==> config.mk <==
export PLATFORM = sky130hd
export DESIGN_NAME = matrix_result_drain_flat
export DESIGN_NICKNAME = d
export VERILOG_FILES = /design/src/rtl/matrix_pkg.sv /design/src/rtl/matrix_result_drain_if.sv /design/src/rtl/sync_fifo.sv /design/src/rtl/matrix_result_drain.sv /design/src/flat_wrapper.sv
export SDC_FILE = /design/constraint.sdc
export NUM_CORES = 1
export LEC_CHECK = 0
export BUFFER_PORTS_ARGS = -buffer_cell sky130_fd_sc_hd__buf_2
export CORE_ASPECT_RATIO = 0.75
export CORE_UTILIZATION = 52
export CTS_CLUSTER_SIZE = 16
export DETAILED_ROUTE_END_ITERATION = 8
export PLACE_DENSITY = 0.73
export RECOVER_POWER = 50
export SYNTH_ARGS = -nofsm -noshare
export SYNTH_HDL_FRONTEND = slang
export SYNTH_SLANG_ARGS = --single-unit
==> constraint.sdc <==
create_clock -name clk -period 7.88 [get_ports clk]
set_input_delay 1.576 -clock clk [delete_from_list [all_inputs] [get_ports clk]]
set_output_delay 1.576 -clock clk [all_outputs]
set_load 0.01 [all_outputs]
==> src/rtl/matrix_pkg.sv <==
// Shared types for the matrix result path.
//   result_word_t  : one result BRAM word, ROW_SIZE lanes of OUTPUT_WIDTH bits, lane 0 in the LSBs
//   addr_t / cnt_t : BRAM address and word counters (counters are one bit wider than the address
//                    so a full-range word count never overflows)
//   drain_state_e  : states of the result drain controller
package matrix_pkg;

  localparam int ROW_SIZE        = 8;
  localparam int OUTPUT_WIDTH    = 32;
  localparam int ADDR_OUTPUT_LEN = 12;
  localparam int WORD_W          = ROW_SIZE * OUTPUT_WIDTH;

  typedef logic [ROW_SIZE-1:0][OUTPUT_WIDTH-1:0] result_word_t;
  typedef logic [ADDR_OUTPUT_LEN-1:0]            addr_t;
  typedef logic [ADDR_OUTPUT_LEN:0]              cnt_t;

  typedef enum logic [1:0] {
    IDLE  = 2'd0,
    RUN   = 2'd1,
    DRAIN = 2'd2,
    DONE  = 2'd3
  } drain_state_e;

  // Address of the k-th word of a region; wraps modulo 2^ADDR_OUTPUT_LEN.
  function automatic addr_t word_addr(input addr_t base, input cnt_t k);
    return base + k[ADDR_OUTPUT_LEN-1:0];
  endfunction

endpackage

==> src/rtl/matrix_result_drain_if.sv <==
// Bundle of the command, BRAM read and output stream signals of matrix_result_drain.
//   start_valid/start_ready/base_addr/word_cnt : start command
//   mem_addr/mem_re/mem_data                   : result BRAM read port
//   out_valid/out_ready/out_data/out_last      : result stream
//   done                                       : command-complete pulse
//   state_dbg/fifo_count_dbg                   : observation of controller state and buffer fill
// Handshake rule for both start_* and out_*: a transfer happens in a cycle where valid and
// ready are both high; the valid side holds its payload stable until that cycle, and valid
// never depends combinationally on ready.
// Modports: slave = the drain block, master = its environment.
interface matrix_result_drain_if;
  import matrix_pkg::*;

  logic         start_valid;
  logic         start_ready;
  addr_t        base_addr;
  addr_t        word_cnt;
  addr_t        mem_addr;
  logic         mem_re;
  result_word_t mem_data;
  logic         out_valid;
  logic         out_ready;
  result_word_t out_data;
  logic         out_last;
  logic         done;
  drain_state_e state_dbg;
  logic [7:0]   fifo_count_dbg;

  modport slave (
    input  start_valid, base_addr, word_cnt, mem_data, out_ready,
    output start_ready, mem_addr, mem_re, out_valid, out_data, out_last, done,
           state_dbg, fifo_count_dbg
  );

  modport master (
    output start_valid, base_addr, word_cnt, mem_data, out_ready,
    input  start_ready, mem_addr, mem_re, out_valid, out_data, out_last, done,
           state_dbg, fifo_count_dbg
  );

endinterface

==> src/rtl/sync_fifo.sv <==
// Show-ahead synchronous FIFO with registered storage. Works for any DEPTH >= 1.
//   clk, rst_n     : clock, asynchronous active-low reset (empties the FIFO)
//   push/push_data : write one entry (ignored when full)
//   pop            : remove the head entry (ignored when empty)
//   head           : current head entry, valid whenever !empty
//   count          : number of stored entries
//   empty/full     : status flags derived from count
module sync_fifo #(
  parameter int WIDTH = 8,
  parameter int DEPTH = 4
) (
  input  logic                       clk,
  input  logic                       rst_n,
  input  logic                       push,
  input  logic [WIDTH-1:0]           push_data,
  input  logic                       pop,
  output logic [WIDTH-1:0]           head,
  output logic [$clog2(DEPTH+1)-1:0] count,
  output logic                       empty,
  output logic                       full
);

  localparam int CW = $clog2(DEPTH + 1);
  localparam int PW = (DEPTH > 1) ? $clog2(DEPTH) : 1;

  logic [WIDTH-1:0] mem [DEPTH];
  logic [PW-1:0]    wr_ptr;
  logic [PW-1:0]    rd_ptr;
  logic             do_push;
  logic             do_pop;

  // Explicit wrap so non-power-of-two depths are handled too.
  function automatic logic [PW-1:0] next_ptr(input logic [PW-1:0] p);
    return (p == PW'(DEPTH - 1)) ? '0 : p + PW'(1);
  endfunction

  assign empty   = (count == '0);
  assign full    = (count == CW'(DEPTH));
  assign do_push = push && !full;
  assign do_pop  = pop && !empty;
  assign head    = mem[rd_ptr];

  always_ff @(posedge clk or negedge rst_n) begin
    if (!rst_n) begin
      wr_ptr <= '0;
      rd_ptr <= '0;
      count  <= '0;
    end else begin
      if (do_push) wr_ptr <= next_ptr(wr_ptr);
      if (do_pop)  rd_ptr <= next_ptr(rd_ptr);
      case ({do_push, do_pop})
        2'b10:   count <= count + CW'(1);
        2'b01:   count <= count - CW'(1);
        default: count <= count;
      endcase
    end
  end

  // Storage needs no reset: nothing is visible until count says so.
  always_ff @(posedge clk) begin
    if (do_push) mem[wr_ptr] <= push_data;
  end

endmodule

==> src/rtl/matrix_result_drain.sv <==
// Drains a contiguous region of the matrix result BRAM onto a valid/ready stream.
// One start command (base_addr, word_cnt) reads word_cnt words beginning at base_addr,
// absorbing the BRAM read latency and downstream backpressure through a small FIFO.
//   clk, rst_n : clock, asynchronous active-low reset (drops in-flight reads and buffered beats)
//   bus        : matrix_result_drain_if.slave -- start command, BRAM read port, result stream,
//                done pulse, and state/fill observation outputs
// Parameters: BRAM_DELAY (read latency, >= 1), FIFO_DEPTH (>= BRAM_DELAY+2 for full throughput).
module matrix_result_drain
  import matrix_pkg::*;
#(
  parameter int BRAM_DELAY = 1,
  parameter int FIFO_DEPTH = 4
) (
  input  logic                  clk,
  input  logic                  rst_n,
  matrix_result_drain_if.slave  bus
);

  localparam int FCW = $clog2(FIFO_DEPTH + 1);
  // inflight <= BRAM_DELAY < FIFO_DEPTH, so the credit sum fits in one extra bit.
  localparam int UW  = FCW + 1;

  drain_state_e          state;
  addr_t                 base_q;
  cnt_t                  cnt_q;
  cnt_t                  rd_cnt;
  cnt_t                  beat_cnt;
  logic [BRAM_DELAY-1:0] inflight_sr;

  logic [FCW-1:0] fifo_count;
  logic           fifo_empty;
  logic           fifo_full;
  result_word_t   fifo_head;

  logic [UW-1:0]  used;
  logic           reads_left;
  logic           issue;
  logic           capture;
  logic           beat;
  logic           last_flag;

  // Credit check from registered counts only: a pop in cycle t is visible to issue in t+1,
  // and there is no combinational path from out_ready to mem_re.
  assign used       = UW'($countones(inflight_sr)) + UW'(fifo_count);
  assign reads_left = (rd_cnt < cnt_q);
  assign issue      = (state == RUN) && reads_left && (used < UW'(FIFO_DEPTH)) && !fifo_full;

  // The oldest in-flight read lands on mem_data in the cycle its bit reaches the tail.
  assign capture    = inflight_sr[BRAM_DELAY-1];
  assign beat       = !fifo_empty && bus.out_ready;
  assign last_flag  = !fifo_empty && ((beat_cnt + cnt_t'(1)) == cnt_q);

  sync_fifo #(
    .WIDTH ($bits(result_word_t)),
    .DEPTH (FIFO_DEPTH)
  ) u_fifo (
    .clk       (clk),
    .rst_n     (rst_n),
    .push      (capture),
    .push_data (bus.mem_data),
    .pop       (beat),
    .head      (fifo_head),
    .count     (fifo_count),
    .empty     (fifo_empty),
    .full      (fifo_full)
  );

  always_ff @(posedge clk or negedge rst_n) begin
    if (!rst_n) begin
      state       <= IDLE;
      base_q      <= '0;
      cnt_q       <= '0;
      rd_cnt      <= '0;
      beat_cnt    <= '0;
      inflight_sr <= '0;
    end else begin
      // Shift form works for BRAM_DELAY == 1 as well (the old bit simply falls off).
      inflight_sr <= (inflight_sr << 1) | BRAM_DELAY'(issue);
      if (issue) rd_cnt   <= rd_cnt + cnt_t'(1);
      if (beat)  beat_cnt <= beat_cnt + cnt_t'(1);

      case (state)
        IDLE: begin
          if (bus.start_valid) begin
            base_q   <= bus.base_addr;
            cnt_q    <= {1'b0, bus.word_cnt};
            rd_cnt   <= '0;
            beat_cnt <= '0;
            state    <= (bus.word_cnt == '0) ? DONE : RUN;
          end
        end
        RUN: begin
          if (issue && ((rd_cnt + cnt_t'(1)) == cnt_q)) state <= DRAIN;
        end
        DRAIN: begin
          if (beat && last_flag) state <= DONE;
        end
        DONE: begin
          state <= IDLE;
        end
        default: state <= IDLE;
      endcase
    end
  end

  assign bus.start_ready    = (state == IDLE);
  assign bus.done           = (state == DONE);
  assign bus.mem_re         = issue;
  assign bus.mem_addr       = word_addr(base_q, rd_cnt);
  assign bus.out_valid      = !fifo_empty;
  assign bus.out_data       = fifo_head;
  assign bus.out_last       = last_flag;
  assign bus.state_dbg      = state;
  assign bus.fifo_count_dbg = 8'(fifo_count);

endmodule

==> src/flat_wrapper.sv <==
// flat-port wrapper written by rule: the top's interface ports become plain ports
module matrix_result_drain_flat import matrix_pkg::*;
#(
  parameter int BRAM_DELAY = 1,
  parameter int FIFO_DEPTH = 4
)
  (clk, rst_n, bus_start_valid, bus_base_addr, bus_word_cnt, bus_mem_data, bus_out_ready, bus_start_ready, bus_mem_addr, bus_mem_re, bus_out_valid, bus_out_data, bus_out_last, bus_done, bus_state_dbg, bus_fifo_count_dbg);
  matrix_result_drain_if bus_i ();
  input  logic clk;
  input  logic rst_n;
  input wire logic [$bits(bus_i.start_valid)-1:0] bus_start_valid;
  input wire logic [$bits(bus_i.base_addr)-1:0] bus_base_addr;
  input wire logic [$bits(bus_i.word_cnt)-1:0] bus_word_cnt;
  input wire logic [$bits(bus_i.mem_data)-1:0] bus_mem_data;
  input wire logic [$bits(bus_i.out_ready)-1:0] bus_out_ready;
  output wire logic [$bits(bus_i.start_ready)-1:0] bus_start_ready;
  output wire logic [$bits(bus_i.mem_addr)-1:0] bus_mem_addr;
  output wire logic [$bits(bus_i.mem_re)-1:0] bus_mem_re;
  output wire logic [$bits(bus_i.out_valid)-1:0] bus_out_valid;
  output wire logic [$bits(bus_i.out_data)-1:0] bus_out_data;
  output wire logic [$bits(bus_i.out_last)-1:0] bus_out_last;
  output wire logic [$bits(bus_i.done)-1:0] bus_done;
  output wire logic [$bits(bus_i.state_dbg)-1:0] bus_state_dbg;
  output wire logic [$bits(bus_i.fifo_count_dbg)-1:0] bus_fifo_count_dbg;
  assign bus_i.start_valid = bus_start_valid;
  assign bus_i.base_addr = bus_base_addr;
  assign bus_i.word_cnt = bus_word_cnt;
  assign bus_i.mem_data = bus_mem_data;
  assign bus_i.out_ready = bus_out_ready;
  assign bus_start_ready = bus_i.start_ready;
  assign bus_mem_addr = bus_i.mem_addr;
  assign bus_mem_re = bus_i.mem_re;
  assign bus_out_valid = bus_i.out_valid;
  assign bus_out_data = bus_i.out_data;
  assign bus_out_last = bus_i.out_last;
  assign bus_done = bus_i.done;
  assign bus_state_dbg = bus_i.state_dbg;
  assign bus_fifo_count_dbg = bus_i.fifo_count_dbg;
  matrix_result_drain #(.BRAM_DELAY(BRAM_DELAY), .FIFO_DEPTH(FIFO_DEPTH)) u_core (.clk(clk), .rst_n(rst_n), .bus(bus_i));
endmodule
==> results.md <==
* fraction of synthesis flops using an asynchronous set or reset pin: 5.54%
* Util after Layout: 62.0%
* violated checks: capacitance limit, slew limit
* Fmax: 0.172 GHz
* post-route clock skew: 0.0354 ns
* status: finished with violations
* hold slack: 0.486 ns
* M1 GR Usage: 27.2%
* Boundary Pins: 567
* path class of the lowest-slack min-delay path: reg -> reg
* fraction of layout instances using a drive strength above 1: 29.1%
* gate count of the mapped netlist: 1854
* worst reg-to-reg setup slack: 2.08 ns
* maximum vdd drop: 0.000256 V
* final antenna-violating net count: 0
* overall via count from detail_route: 20200
* clock latency reported for the late side of the worst-skew pair: 0.67 ns
* CTS tree: built
* # placed instances: 3385
* total negative slack for setup checks: 0 ns
* number of global-route vias before repair: 20900
* worst setup path class: reg -> reg
* Worst Path Max Fanout: 71
* Reg2Reg Depth: 4
* effective utilization at floorplan: 53.0%
* area of the die: 80200 um^2
* Synth Flop Type: sky130_fd_sc_hd__edfxtp_1
* synthesis-to-layout area growth: 17.0%
* CP Data Arrival Time: 6.05 ns
* termination of the worst setup path: u_core.u_fifo.mem[1][97]
* syn avg cell area: 22.2 um^2
* initial drt markers: 1586
* number of buffer cells added on primary ports: 561
* total power divided by cell area: 355 nW/um^2
* Worst-path clk slew: 0.06 ns
* fin worst setup slack: 2.08 ns
* total power of the final layout: 17.1 mW
* clock buffer count from CTS: 101
* H-Tree Level Count: 3
* maximum root-to-sink buffer count: 3
* worst reg2reg path startpoint: u_core.u_fifo.count[0]
* setup repair after global routing missed its margin: no
* CP Capture Type: flop
* DRC violation count after routing: 0
* Placed Area: 45100 um^2
* max-capacitance violation count: 7
* crit path launch: u_core.u_fifo.count[0]
* max-slew violation count: 354
* post-placement setup slack: 3.78 ns
* destination of the worst register-to-register timing path: u_core.u_fifo.mem[1][97]
* post-synthesis sequential element count: 1084
* startpoint type of the worst setup path: flop
* most frequent cell after synthesis: sky130_fd_sc_hd__edfxtp_1
* placed wire-length estimate: 52.0 mm
* TritonCTS sink count: 1084
* initial antenna violation count: 19
* last weighted congestion value of the routability-driven placer: 0.819
* busiest layer in global routing: met2
* vias per cell: 5.62
* count of hold-fix buffers inserted at cts: 0
* M2 GR Usage: 34.4%
* leakage power total: 16.0 nW
* buffer count from post-CTS setup fixing: 0
* distinct cell type count of the synthesized netlist: 64
* top cells by count, synth: sky130_fd_sc_hd__edfxtp_1 (1024), sky130_fd_sc_hd__mux4_2 (256), sky130_fd_sc_hd__nand2_1 (79)
* wire length reported by the detailed router: 85.3 mm
* Finished Layout Cells: 3586
* maximum number of pins on one net before global-route repair: 153
* Finish-stage setup viols: 0
* worst hold path stage count: 2
* Die Ht: 246 um
* slew at the pin closest to its max-slew limit: 4.44 ns
* nets: 2774
* netlist area before placement: 41100 um^2
* synthesis warning total: 0
* required time reported for the critical path endpoint: 8.14 ns
* shortest period the worst path allows: 5.80 ns
* horizontal extent of the die: 327 um
* final hold violation count: 0
* global-route wire length before repair: 127 mm
* met3 Track Usage GR: 6.82%
* largest cells by area after synthesis: sky130_fd_sc_hd__edfxtp_1 (75%), sky130_fd_sc_hd__mux4_2 (14%), sky130_fd_sc_hd__dfrtp_1 (3.7%)
* Routed WL per cell: 23.8 um
* fraction of the cycle the final worst path needs: 73.6%
* number of flops mapped to enable cells by yosys: 1024
* number of detailed-route iterations in the first pass: 5
* portion of synthesized cell area occupied by the leading cell type: 74.8%
* root buffer cell: sky130_fd_sc_hd__clkbuf_16
* quantity of gates resized following cts: 0
* gr usage total: 21.1%
* Max transition margin: -196%
* cell taking the most area after synthesis: sky130_fd_sc_hd__edfxtp_1
* global-route congestion overflow total: 0
* Post-Layout Inst Area: 48100 um^2
* register area share after synthesis: 78.4%
* area of the placeable core: 77600 um^2
* Placement Rows: 88
## how the worst min path moves through the flow
stage                     startpoint          endpoint  slack [ns]
floorplan           u_core.base_q[0]  u_core.base_q[0]        0.45
global placement    u_core.base_q[5]  u_core.base_q[5]        0.47
detailed placement  u_core.base_q[6]  u_core.base_q[6]        0.47
CTS                 u_core.base_q[6]  u_core.base_q[6]        0.49
global route        u_core.base_q[9]  u_core.base_q[9]        0.52
finish              u_core.base_q[6]  u_core.base_q[6]        0.49
## cell usage in the layout, fill, tap and decap left out, drive strengths merged, types with 6 or more instances in the layout
cell / Yosys / layout
edfxtp: 1024 / 1024
clkbuf: 34 / 375
buf: 52 / 320
mux4: 256 / 256
nand2: 79 / 79
dfrtp: 60 / 60
clkinv: 0 / 54
inv: 35 / 40
nor2: 37 / 37
ha: 35 / 35
xnor2: 34 / 34
o21ai: 28 / 28
a21oi: 20 / 20
xor2: 19 / 19
nand3: 17 / 17
diode: 0 / 13
nand4: 11 / 11
nor2b: 10 / 10
or3: 10 / 10
bufinv: 0 / 10
and2: 10 / 10
and3: 9 / 9
nor4: 7 / 7
nor3: 6 / 6
## critical path, stage by stage, from the launching register on
cell                      delay (ns)
sky130_fd_sc_hd__dfrtp_1        0.39
sky130_fd_sc_hd__inv_1          0.11
sky130_fd_sc_hd__a31oi_1        0.49
sky130_fd_sc_hd__and2_0         3.16
sky130_fd_sc_hd__buf_4          1.17
## kinds of logic (layout without fill, tap and decap cells)
logic type	Yosys count	count (layout)	share of synthesized area, %
buf+inv	121	801	1.21
fa+ha+maj	37	37	1.16
xor+xnor	53	53	1.13
mux	259	259	14.1
compound gates	93	93	1.51
flops	1084	1084	78.4
simple gates	206	206	2.45
other cells	1	18	0.00912
## registers in the layout (all words and copies together), names as in the netlist
register              count
u_core.rd_cnt            13
u_core.base_q            12
u_core.cnt_q             12
u_core.u_fifo.wr_ptr      2
u_core.u_fifo.mem      1024
u_core.capture            1
u_core.u_fifo.rd_ptr      2
u_core.bus.state_dbg      2
u_core.u_fifo.count       3
u_core.beat_cnt          13
## power by group
part | internal, mW | switching, mW
Sequential | 7.15 | 0.326
Combinational | 2.15 | 2.65
Clock | 2.75 | 2.07
## layout make-up
cell class,count,area (um^2)
Clock inverter,71,666
Tap cell,1035,1290
Timing Repair Buffer,578,2710
Inverter,35,131
Clock buffer,117,2650
Antenna cell,13,32.5
Fill cell,5407,29500
Multi-Input combinational cell,653,8390
Sequential cell,1084,32300
## per-layer routing
layer / up-vias / wire [um]
li1: 8874 / -
met1: 10500 / 33500
met2: 680 / 42800
met3: 131 / 7070
met4: 16 / 1840
met5: - / 100
(Power assumes the default switching activity.)
